## src/rtl/div_reconstruct.sv

```systemverilog
// Sequential shift-add multiply-accumulator: n_o = q_i*d_i + r_i, one quotient bit per enabled cycle.
// Shares the divider's act_i/en_i/val_o handshake and its PRECISION+1 latency.
module div_reconstruct #(
  parameter int WIDTH     = 48,
  parameter int PRECISION = 47
) (
  input  logic                           clk_i,
  input  logic                           rst_n_i,
  input  logic                           en_i,
  input  logic                           act_i,
  input  logic [PRECISION:0]             q_i,
  input  logic [WIDTH-1:0]               d_i,
  input  logic [WIDTH-1:0]               r_i,
  output logic [WIDTH+PRECISION:0]       n_o,
  output logic                           val_o,
  output logic                           busy_o
);

  localparam int QW = PRECISION + 1;
  localparam int NW = WIDTH + PRECISION + 1;
  localparam int CW = $clog2(PRECISION + 2);

  logic [QW-1:0] r_q;
  logic [NW-1:0] r_dsh;
  logic [NW-1:0] r_acc;
  logic [CW-1:0] r_cnt;
  logic [NW-1:0] r_n;
  logic          r_val;
  logic          r_busy;

  logic [NW-1:0] w_acc_next;
  logic          w_last;

  // LSB-first schedule: the accumulator starts at r, so r already sits at weight 1
  // and each step adds d shifted to the weight of the current quotient bit.
  assign w_acc_next = r_acc + (r_q[0] ? r_dsh : '0);
  assign w_last     = (r_cnt == CW'(1));

  always_ff @(posedge clk_i or negedge rst_n_i) begin
    if (!rst_n_i) begin
      r_q    <= '0;
      r_dsh  <= '0;
      r_acc  <= '0;
      r_cnt  <= '0;
      r_n    <= '0;
      r_val  <= 1'b0;
      r_busy <= 1'b0;
    end else if (en_i) begin
      r_val <= 1'b0;
      if (!r_busy && act_i) begin
        r_q    <= q_i;
        r_dsh  <= NW'(d_i);
        r_acc  <= NW'(r_i);
        r_cnt  <= CW'(QW);
        r_busy <= 1'b1;
      end else if (r_busy) begin
        r_acc <= w_acc_next;
        r_dsh <= r_dsh << 1;
        r_q   <= r_q >> 1;
        r_cnt <= r_cnt - CW'(1);
        if (w_last) begin
          r_n    <= w_acc_next;
          r_val  <= 1'b1;
          r_busy <= 1'b0;
        end
      end
    end
  end

  assign n_o    = r_n;
  assign val_o  = r_val;
  assign busy_o = r_busy;

endmodule

```

## config.mk

```make
export PLATFORM = sky130hd
export DESIGN_NAME = div_reconstruct
export DESIGN_NICKNAME = d
export VERILOG_FILES = /design/src/rtl/div_reconstruct.sv
export SDC_FILE = /design/constraint.sdc
export NUM_CORES = 1
export LEC_CHECK = 0
export CORE_ASPECT_RATIO = 2
export CORE_MARGIN = 5
export CORE_UTILIZATION = 35
export DETAILED_ROUTE_END_ITERATION = 6
export PLACE_DENSITY = 0.54
export SYNTH_ARGS = -nofsm -noshare
export SYNTH_HDL_FRONTEND = slang
export SYNTH_SLANG_ARGS = --single-unit
```

## constraint.sdc

```tcl
create_clock -name clk_i -period 4.1 [get_ports clk_i]
set_clock_uncertainty 0.15 [all_clocks]
set_input_delay 1.025 -clock clk_i [delete_from_list [all_inputs] [get_ports clk_i]]
set_output_delay 1.025 -clock clk_i [all_outputs]
set_load 0.02 [all_outputs]
```

# Word level (Yosys, flattened, before mapping)
# Index checks and enable logic that the tools add are counted.
totals:
  register_bits: 344
  latch_bits: 0
  ramBits: 0
  mem_bits_ro: 0
  inputBits: 148
  output_inout_bits: 98
  word_cells: 31
  memories: 0
op_classes:
  addsub: 2
  mul: 0
  div: 0
  order_cmp: 0
  eq_ne: 1
  shifts: 0
  mux: 15
  bitwise_logic: 1
  reduce_logical: 5
op_table:
  columns: ["op", "count"]
  rows:
  - ["$mux 96", 5]
  - ["$add 96x96->96", 1]
  - ["$mux 48", 2]
  - ["$mux 6", 2]
  - ["$eq 6x1->1 const B", 1]
  - ["$mux 1", 6]
  - ["$sub 6x1->6 const B", 1]
  - ["$reduce_and 4->1", 1]
  - ["$reduce_and 2->1", 1]
  - ["$reduce_bool 2->1", 1]
  - ["$logic_and 1x1->1", 1]
  - ["$logic_not 1->1", 1]
  - ["$not 1->1", 1]

# Longest topological paths before layout
# Gate-level depths: netlist of the first run.
logic_depth:
  word_depth: 4
  mapped_depth: 16
  mapped_depth_nobuf: 14

# Least setup slack after synthesis of the first run
# Ideal clock, no wire load.
synth_path:
  path_kind: "register to register"
  start: "register r_q[0]"
  end: "register r_n[88] (netlist: n_o[88])"
  setup_ns: 0.125
  t_arrival_ns: 3.756
  required_time_ns: 3.825
  path_slack_ns: 0.069
  stages_incl_launch_ff: 16
  n_path_buf: 1
  synth_period_minus_slack_ns: 4.031
  path_cell_list: "dfrtp_1 -> clkbuf_1 -> and2_1 -> ha_1 -> fa_1 -> and3_1 -> o32ai_4 -> o21bai_1 -> a311o_1 -> a31o_2 -> a41oi_4 -> o21ai_2 -> a31oi_4 -> o31ai_1 -> xor2_1 -> mux2_2"
synth_via:
  elab_chain_cells: 2
synth_rtl:
  columns: ["item", "line_no", "source"]
  rows:
  - ["start, declared", "23", "logic [QW-1:0] r_q;"]
  - ["start signal, assigned", "51", "r_q <= q_i;"]
  - ["start signal, assigned", "59", "r_q <= r_q >> 1;"]
  - ["$mux 96", "36", "assign w_acc_next = r_acc + (r_q[0] ? r_dsh : '0);"]
  - ["$add 96x96->96", "36", null]
  - ["end signal, assigned", "62", "r_n <= w_acc_next;"]
  - ["end, declared", "27", "logic [NW-1:0] r_n;"]
# No other way between the ends.
# A chain may end at the register's enable or synchronous reset.

# Final worst setup path of the first run
layout_path:
  start: "register r_q[0]"
  end: "register r_n[66] (netlist: n_o[66])"
# Same word-level chain as after synthesis.

==> results of run 1 <==
-- through the flow --
step / std cells / hold WS (ns)
after floorplan: 2349 / 0.305
after global placement: 3524 / 0.308
after detailed placement: 3524 / 0.319
after CTS: 3590 / 0.332
after global routing: 3592 / 0.352
final: 3593 / 0.325
-- cells by family (layout without fill, tap and decap cells) --
| group | after synthesis | after routing | share of synthesized area, % |
|---|---|---|---|
| xor+xnor | 93 | 93 | 3.87 |
| fa+ha+maj | 98 | 98 | 5.87 |
| simple gates | 753 | 753 | 17.1 |
| flops | 344 | 344 | 40.9 |
| compound gates | 793 | 793 | 26.5 |
| other cells | 0 | 1 | 0 |
| mux | 27 | 27 | 1.41 |
| buf+inv | 241 | 710 | 4.31 |
-- worst paths after layout --
check / from / end
setup / recovery: r_q[0] / n_o[66]
hold / removal: n_o[70] / n_o[70]
setup reg to reg: r_q[0] / n_o[66]
hold reg to reg: n_o[70] / n_o[70]
max in group asynchronous: rst_n_i / r_q[17]
min in group asynchronous: rst_n_i / n_o[37]
-- sequential cells by signal, indices dropped and copies added (netlist names) --
register,cells
r_q,48
busy_o,1
r_cnt,6
n_o,96
r_acc,96
val_o,1
r_dsh,96
-- what timing repair did --
action | in CTS | in global routing
endpoints found under the setup margin | 56 | 64
pin swaps | 15 | 28
cloned | 0 | 0
buffers inserted | 3 | 4
hold endpoints to repair | 0 | 0
gates resized for setup | 27 | 53
-- Yosys cell counts, types with 13 or more instances --
master                     count  share of area [%]
sky130_fd_sc_hd__a222oi_1     18               0.86
sky130_fd_sc_hd__a31oi_1      19               0.57
sky130_fd_sc_hd__mux2_2       21                1.1
sky130_fd_sc_hd__a221o_1      54                2.6
sky130_fd_sc_hd__nand4_1      42                1.2
sky130_fd_sc_hd__nor2_1       89                1.6
sky130_fd_sc_hd__and2_1      102                3.0
sky130_fd_sc_hd__nor3_1       17               0.40
sky130_fd_sc_hd__buf_1        14               0.25
sky130_fd_sc_hd__a22o_1       88                3.7
sky130_fd_sc_hd__o21ai_0     148                3.5
sky130_fd_sc_hd__inv_1        60                1.1
sky130_fd_sc_hd__clkbuf_1    166                3.0
sky130_fd_sc_hd__dfrtp_1     344                 41
sky130_fd_sc_hd__xor2_1       44                1.8
sky130_fd_sc_hd__a21o_1       67                2.4
sky130_fd_sc_hd__o21bai_1     26               0.93
sky130_fd_sc_hd__nand3_1      70                1.7
sky130_fd_sc_hd__a22oi_1      63                2.2
sky130_fd_sc_hd__xnor2_1      49                2.0
sky130_fd_sc_hd__nand2b_1     58                1.7
sky130_fd_sc_hd__a21oi_1     177                4.2
sky130_fd_sc_hd__o21a_1       17               0.61
sky130_fd_sc_hd__ha_1         97                5.8
sky130_fd_sc_hd__and3_1       13               0.39
sky130_fd_sc_hd__nand2_1     322                5.7
-- worst register-to-register path, cell delays in order (launching register included) --
cell and delay (ns):
sky130_fd_sc_hd__dfrtp_2 0.46, sky130_fd_sc_hd__buf_12 0.18, sky130_fd_sc_hd__and2_1 0.15, sky130_fd_sc_hd__ha_1 0.19
sky130_fd_sc_hd__buf_4 0.15, sky130_fd_sc_hd__or2_1 0.25, sky130_fd_sc_hd__o32ai_4 0.25, sky130_fd_sc_hd__buf_6 0.14
sky130_fd_sc_hd__o221ai_2 0.11, sky130_fd_sc_hd__a41o_1 0.26, sky130_fd_sc_hd__o211ai_2 0.27, sky130_fd_sc_hd__a21oi_4 0.14
sky130_fd_sc_hd__o21a_1 0.23, sky130_fd_sc_hd__a31o_1 0.22, sky130_fd_sc_hd__a221oi_2 0.34, sky130_fd_sc_hd__xnor2_1 0.15
sky130_fd_sc_hd__mux2_2 0.27
-- layout make-up --
cell class / count / area, sq um / area share [%]
Inverter: 60 / 226 / 0.807
Multi-Input combinational cell: 1764 / 11900 / 42.4
Sequential cell: 344 / 8610 / 30.7
Tap cell: 774 / 968 / 3.45
Clock buffer: 48 / 996 / 3.55
Clock inverter: 15 / 171 / 0.611
Antenna cell: 1 / 2.50 / 0.00892
Timing Repair Buffer: 587 / 5180 / 18.5
-- power by group through the flow --
| stage | logic [mW] | registers, mW | clock network [mW] |
|---|---|---|---|
| after detailed placement | 5.92 | 5.32 | 0 |
| after floorplan | 2.92 | 5.27 | 0 |
| after global routing | 6.54 | 5.41 | 3.56 |
| final | 6.01 | 5.29 | 3.37 |
| after CTS | 5.97 | 5.28 | 3.46 |
| after global placement | 5.84 | 5.30 | 0 |
-- routing by layer --
layer,global-route usage (%),vias to the layer above,part of all wire [%]
met5,0,-,0
met2,46.1,532,55
met4,10.1,0,4.8
li1,-,9441,-
met1,26.1,9846,37
met3,2.26,154,3.5
==> PnR_summary.wiki, run 1 <==
{| class="wikitable"
! Metric !! Value
|-
| Result of the run || completed
|-
| Data required time of the critical path || 4.37 ns
|-
| Clk_lat worst skew || 0.56 ns
|-
| Part of the total power dissipated in the clock network || 23.0%
|-
| GP Congestion || 0.961
|-
| Net switching component of the power || 5.51 mW
|-
| CTS tree || yes
|-
| Vias per cell || 5.56
|-
| Total Routed Length || 80,100 um
|-
| Post-synthesis area per instance || 8.95 sq um
|-
| Post-CTS Hold Fix Bufs || 0
|-
| CTS sink cnt || 344
|-
| Setup TNS || 0 ns
|-
| Number of detailed-routing iterations run before antenna repair || 5
|-
| Die boundary width || 183 um
|-
| Portion of total power attributed to combinational logic || 41.0%
|-
| Layout overhead on the synthesized area || 33.4%
|-
| Share of async-settable or async-resettable flops after synthesis || 100%
|-
| Instance area at placement || 26,500 sq um
|-
| Largest vdd supply drop || 341 uV
|-
| Arrival @ worst endpoint || 4.34 ns
|-
| Via count of the first global-routing pass || 21,179
|-
| Number of H-tree levels || 2
|-
| Number of clock buffers inserted by TritonCTS || 35
|-
| PnR Total Power || 14.7 mW
|-
| Kind of path behind the tightest hold check || register to register
|-
| Part of the total power dissipated in sequential elements || 36.1%
|-
| Maximum net fanout on the critical path || 36
|-
| Final setup margin || 0.0325 ns
|-
| Total power density per cell area || 523 nW/um^2
|-
| Final Core Density || 47.0%
|-
| # DRC || 0
|-
| Logic depth of the worst path, buffers included || 16
|-
| Pint || 9.17 mW
|-
| Estimated wirelength of the detail-placed design || 61,300 um
|-
| Cell row count || 127
|-
| Post-layout min period || 4.07 ns
|-
| Maximum capacitance violations || 0
|-
| Leading cell type in the layout, fill and taps excluded || sky130_fd_sc_hd__dfrtp_1
|-
| Clock-pin slew on the worst setup and hold paths || 0.06 ns
|-
| Area of all placed cells without fillers || 28,100 sq um
|-
| Critical path start-end classification || register to register
|-
| Depth of the worst register-to-register path || 16
|-
| Slew at the pin with the worst max-slew slack || 1.09 ns
|-
| Post-synth EDFFs || 0
|-
| Overall routing resource usage || 23.9%
|-
| Gate Count Post-Synth || 2,349
|-
| Synth Flop Type || sky130_fd_sc_hd__dfrtp_1
|-
| Via Count || 19,973
|-
| Post-synth design cell area || 21,000 sq um
|-
| Leading cell types in the layout, fill and taps excluded || 342 x sky130_fd_sc_hd__dfrtp_1, 329 x sky130_fd_sc_hd__buf_4, 322 x sky130_fd_sc_hd__nand2_1
|-
| Pin count of the biggest net entering global routing || 112
|-
| Critical path endpoint category || register
|-
| Number of port buffers || 245
|-
| Maximum clock path buffer count || 3
|-
| Register bit count reported by yosys || 344
|-
| GRT overflow || 0
|-
| Crit path buffers/inverters || 3
|-
| Antenna violations before repair || 1
|-
| Net Sw Frac || 37.5%
|-
| Longest individual stage delay on the worst path || 0.46 ns
|-
| Area of the core || 59,700 sq um
|-
| Final setup violating endpoints || 0
|-
| Die outline area || 65,400 sq um
|-
| Highest clock rate || 246 MHz
|-
| Register area share after synthesis || 40.9%
|-
| Sort of element at the start of the critical path || register
|-
| Worst rel slew slack || 27.5%
|-
| Post-placement worst setup slack || -0.386 ns
|-
| Count of fill cells added during filler insertion || 5,953
|-
| Worst R2R Setup Slack || 0.03 ns
|-
| Slowest library cell on the worst path || sky130_fd_sc_hd__dfrtp_2
|-
| Clock tree root buffer cell || sky130_fd_sc_hd__clkbuf_16
|-
| Fraction of layout instances using a drive strength above 1 || 18.1%
|-
| Final Hold Violating Endpoints || 0
|-
| Initial core utilization || 35.2%
|-
| Post-layout nets || 3,038
|-
| Part of the cycle the worst path needs || 99.2%
|-
| Antenna violation net count after detailed routing || 0
|-
| RSZ-0062 raised after global routing || true
|-
| Die height || 357 um
|-
| CP Cell Sequence || buf_12 -> and2_1 -> ha_1 -> buf_4 -> or2_1 -> o32ai_4 -> buf_6 -> o221ai_2 -> a41o_1 -> o211ai_2 -> a21oi_4 -> o21a_1 -> a31o_1 -> a221oi_2 -> xnor2_1 -> mux2_2
|-
| Wire length of the first global-routing pass || 123,000 um
|-
| Netlist cell types || 77
|-
| Pleak || 13.1 nW
|-
| Num ports || 246
|-
| Initial DRC count || 1,226
|-
| Number of slew-limit violations in the final report || 0
|-
| Routed wirelength normalized by instance count || 22.3 um
|-
| Dominant delay contributor by cell family on the critical path || compound AO/OA/AOI/OAI gates
|-
| Count of warnings emitted by yosys || 0
|-
| Net count after synthesis || 2,595
|-
| Hold Path Stages || 2
|}
(Power assumes the default switching activity.)
==> run 2: changes to the inputs <==
- CTS_CLUSTER_DIAMETER: unset -> 120
==> results of run 2 <==
Same layout as run 1: the final DEF is identical, and so are final timing and power.
==> run 3: changes to the inputs <==
- ABC_AREA: unset -> 1
- PLACE_DENSITY: 0.54 -> 0.53
==> run 3 against run 2 <==
Final cell count increased by 39%. Synthesized cell count increased by 64%. The flow now finishes with violations (design-rule violations). Clock power is 6.2% higher. Synthesized area is 16% higher. Setup slack improved by 0.37 ns. Die area increased by 15%. First-iteration DRC count up 37%. Largest cell class unchanged. Hold slack worse by 0.034 ns. Sequential share of layout area is 1.3 points lower. Clock-buffer cell count is 4 lower. Critical path depth is the same. Utilization down 4.8 points.
==> PnR_summary.wiki, run 3 <==
{| class="wikitable"
! Metric !! Value
|-
| Total Routed Length || 98,900 um
|-
| Register bit count reported by yosys || 344
|-
| Largest vdd supply drop || 391 uV
|-
| Post-synth EDFFs || 0
|-
| Launch point of the worst path || r_q[0]
|-
| Vias per cell || 4.87
|-
| Number of port buffers || 245
|-
| Setup TNS || 0 ns
|-
| Data required time of the critical path || 4.42 ns
|-
| Clk_lat worst skew || 0.58 ns
|-
| Num ports || 246
|-
| Slowest library cell on the worst path || sky130_fd_sc_hd__dfrtp_4
|-
| Count of warnings emitted by yosys || 0
|-
| Sort of element at the start of the critical path || register
|-
| Synth Flop Type || sky130_fd_sc_hd__dfrtp_1
|-
| Antenna violations before repair || 4
|-
| Wire length of the first global-routing pass || 149,000 um
|-
| Number of H-tree levels || 2
|-
| Post-synthesis area per instance || 6.33 sq um
|-
| Fraction of layout instances using a drive strength above 1 || 5.36%
|-
| Area of the core || 69,400 sq um
|-
| Pleak || 16.3 nW
|-
| Initial DRC count || 1,681
|-
| Critical path endpoint category || register
|-
| Part of the cycle the worst path needs || 90.2%
|-
| Most frequent cell after synthesis || sky130_fd_sc_hd__nand2_1
|-
| Layout overhead on the synthesized area || 20.0%
|-
| Register cell area after layout || 8610 sq um
|-
| Arrival @ worst endpoint || 4.02 ns
|-
| Number of gates resized after cts || 0
|-
| Leading cell type in the layout, fill and taps excluded || sky130_fd_sc_hd__nand2_1
|-
| Gate Count Post-Synth || 3,848
|-
| Share of async-settable or async-resettable flops after synthesis || 100%
|-
| Share of Yosys cell area claimed by the top area cell type || 35.3%
|-
| Multi-input combinational cell area || 12,500 sq um
|-
| Total power density per cell area || 426 nW/um^2
|-
| Met3 wire len || 5130 um
|-
| Antenna violation net count after detailed routing || 0
|-
| Via Count || 24,300
|-
| Antenna diode count || 0
|-
| List of most frequent post-synthesis cells || 1,600 x sky130_fd_sc_hd__nand2_1, 727 x sky130_fd_sc_hd__inv_1, 344 x sky130_fd_sc_hd__dfrtp_1, 216 x sky130_fd_sc_hd__nand3_1, 163 x sky130_fd_sc_hd__nor2_1
|-
| Die boundary width || 197 um
|-
| Count of fill cells added during filler insertion || 7,632
|-
| RSZ-0062 raised after global routing || false
|-
| Cell row count || 137
|-
| Met1 wire length || 42,700 um
|-
| Result of the run || finished, violations left
|-
| CP Cell Sequence || buf_12 -> buf_4 -> nand2_1 -> inv_1 -> ha_1 -> nand2_1 -> nor2_2 -> nand2_1 -> nor2_1 -> nand2_1 -> nor3_2 -> nor2_1 -> nand3_1 -> nand2_1 -> nand2_1 -> nand2_1
|-
| Post-CTS Hold Fix Bufs || 0
|-
| Die height || 383 um
|-
| Worst reg2reg path startpoint || r_q[0]
|-
| Number of clock buffers inserted by TritonCTS || 36
|-
| Critical path start-end classification || register to register
|-
| Clock-pin slew on the worst setup and hold paths || 0.07 ns
|-
| Kind of path behind the tightest hold check || primary input to asynchronous set/reset pin
|-
| Estimated wirelength of the detail-placed design || 79,900 um
|-
| GRT overflow || 0
|-
| Overall routing resource usage || 25.7%
|-
| Pin count of the biggest net entering global routing || 114
|-
| Worst R2R Setup Slack || 0.40 ns
|-
| Post-layout nets || 4,307
|-
| Most common cell type on the critical path || sky130_fd_sc_hd__nand2_1
|-
| Post CTS Setup Buffer Count || 0
|-
| Maximum net fanout on the critical path || 36
|-
| Top routing layer used || met5
|-
| CTS sink cnt || 344
|-
| Maximum clock path buffer count || 3
|-
| Die outline area || 75,300 sq um
|-
| GP Congestion || 1.04
|-
| Biggest area contributors in the synthesized netlist || sky130_fd_sc_hd__dfrtp_1 35%, sky130_fd_sc_hd__nand2_1 25%, sky130_fd_sc_hd__inv_1 11%
|-
| Final Core Density || 42.1%
|-
| Post-synth design cell area || 24,400 sq um
|-
| Register area share after synthesis || 35.3%
|-
| Library cell with the largest summed area after synthesis || sky130_fd_sc_hd__dfrtp_1
|-
| Maximum capacitance violations || 0
|-
| Net count after synthesis || 4,094
|-
| Longest individual stage delay on the worst path || 0.64 ns
|-
| Number of slew-limit violations in the final report || 0
|-
| Final Hold Violating Endpoints || 0
|-
| Met2 wire len || 46,500 um
|-
| Number of detailed-routing iterations run before antenna repair || 7
|-
| Leading cell types in the layout, fill and taps excluded || 1,599 x sky130_fd_sc_hd__nand2_1, 725 x sky130_fd_sc_hd__inv_1, 343 x sky130_fd_sc_hd__dfrtp_1
|-
| Routed wirelength normalized by instance count || 19.8 um
|-
| # DRC || 4
|-
| Initial core utilization || 35.1%
|-
| CTS tree || yes
|-
| Termination of the worst setup path || n_o[72]
|-
| Clock tree root buffer cell || sky130_fd_sc_hd__clkbuf_16
|-
| Failing checks || design-rule violations
|-
| Slew at the pin with the worst max-slew slack || 0.777 ns
|-
| Via count of the first global-routing pass || 24,420
|-
| Post-layout min period || 3.70 ns
|-
| Reg2reg end || n_o[72]
|-
| Final setup violating endpoints || 0
|-
| Depth of the worst register-to-register path || 16
|-
| Worst rel slew slack || 48.2%
|-
| Netlist cell types || 38
|-
| Highest clock rate || 270 MHz
|}
run 3: worst min path at each step:
stage                  start  endpoint  slack (ns)
floorplan           r_cnt[5]  r_cnt[5]        0.30
global placement    r_cnt[5]  r_cnt[5]        0.31
detailed placement   n_o[45]   n_o[45]        0.32
CTS                  rst_n_i   n_o[10]        0.31
global route         rst_n_i    n_o[6]        0.32
finish               rst_n_i    n_o[6]        0.29
run 3: kinds of logic after synthesis:
family | Yosys count | share of synthesized area, %
flops | 344 | 35.3
buf+inv | 863 | 13.4
fa+ha+maj | 98 | 5.06
xor+xnor | 40 | 1.44
simple gates | 2118 | 35.6
compound gates | 385 | 9.13
run 3: final cells by class:
cell class	count	area share, %
Clock buffer	44	3.32
Clock inverter	20	0.933
Inverter	755	9.72
Multi-Input combinational cell	2641	42.8
Sequential cell	344	29.4
Tap cell	903	3.86
Timing Repair Buffer	283	9.93
run 3: layer usage:
metal,vias up,track usage [%]
li1,12137,-
met1,11266,33.4
met2,714,43.4
met3,175,3.30
met4,8,10.1
met5,-,0
run 3: where the power goes:
part	total [mW]	switching, mW	internal [mW]
clock	3.58	1.54	2.03
sequential	4.93	0.676	4.25
combinational	3.95	2.36	1.60
total	12.5	4.58	7.88
run 3: worst max-delay path: cells and delay by family (launching register included):
kind                     cells  cell delay (ns)
AND/OR/NAND/NOR             12             1.86
adder cells (fa/ha/maj)      1             0.40
flip-flops                   1             0.64
buffers and inverters        3             0.48
run 3: metrics by stage:
step	worst slack, ns	area (sq um)	std cells	power, mW	hold slack [ns]
6_report	0.400	29200	4990	12.5	0.291
5_1_grt	0.180	29200	4990	13.2	0.324
4_1_cts	0.418	29200	4990	12.6	0.312
3_5_place_dp	0.418	28000	4926	8.97	0.315
3_3_place_gp	0.446	28000	4926	8.94	0.314
2_1_floorplan	1.40	24400	3848	7.07	0.296
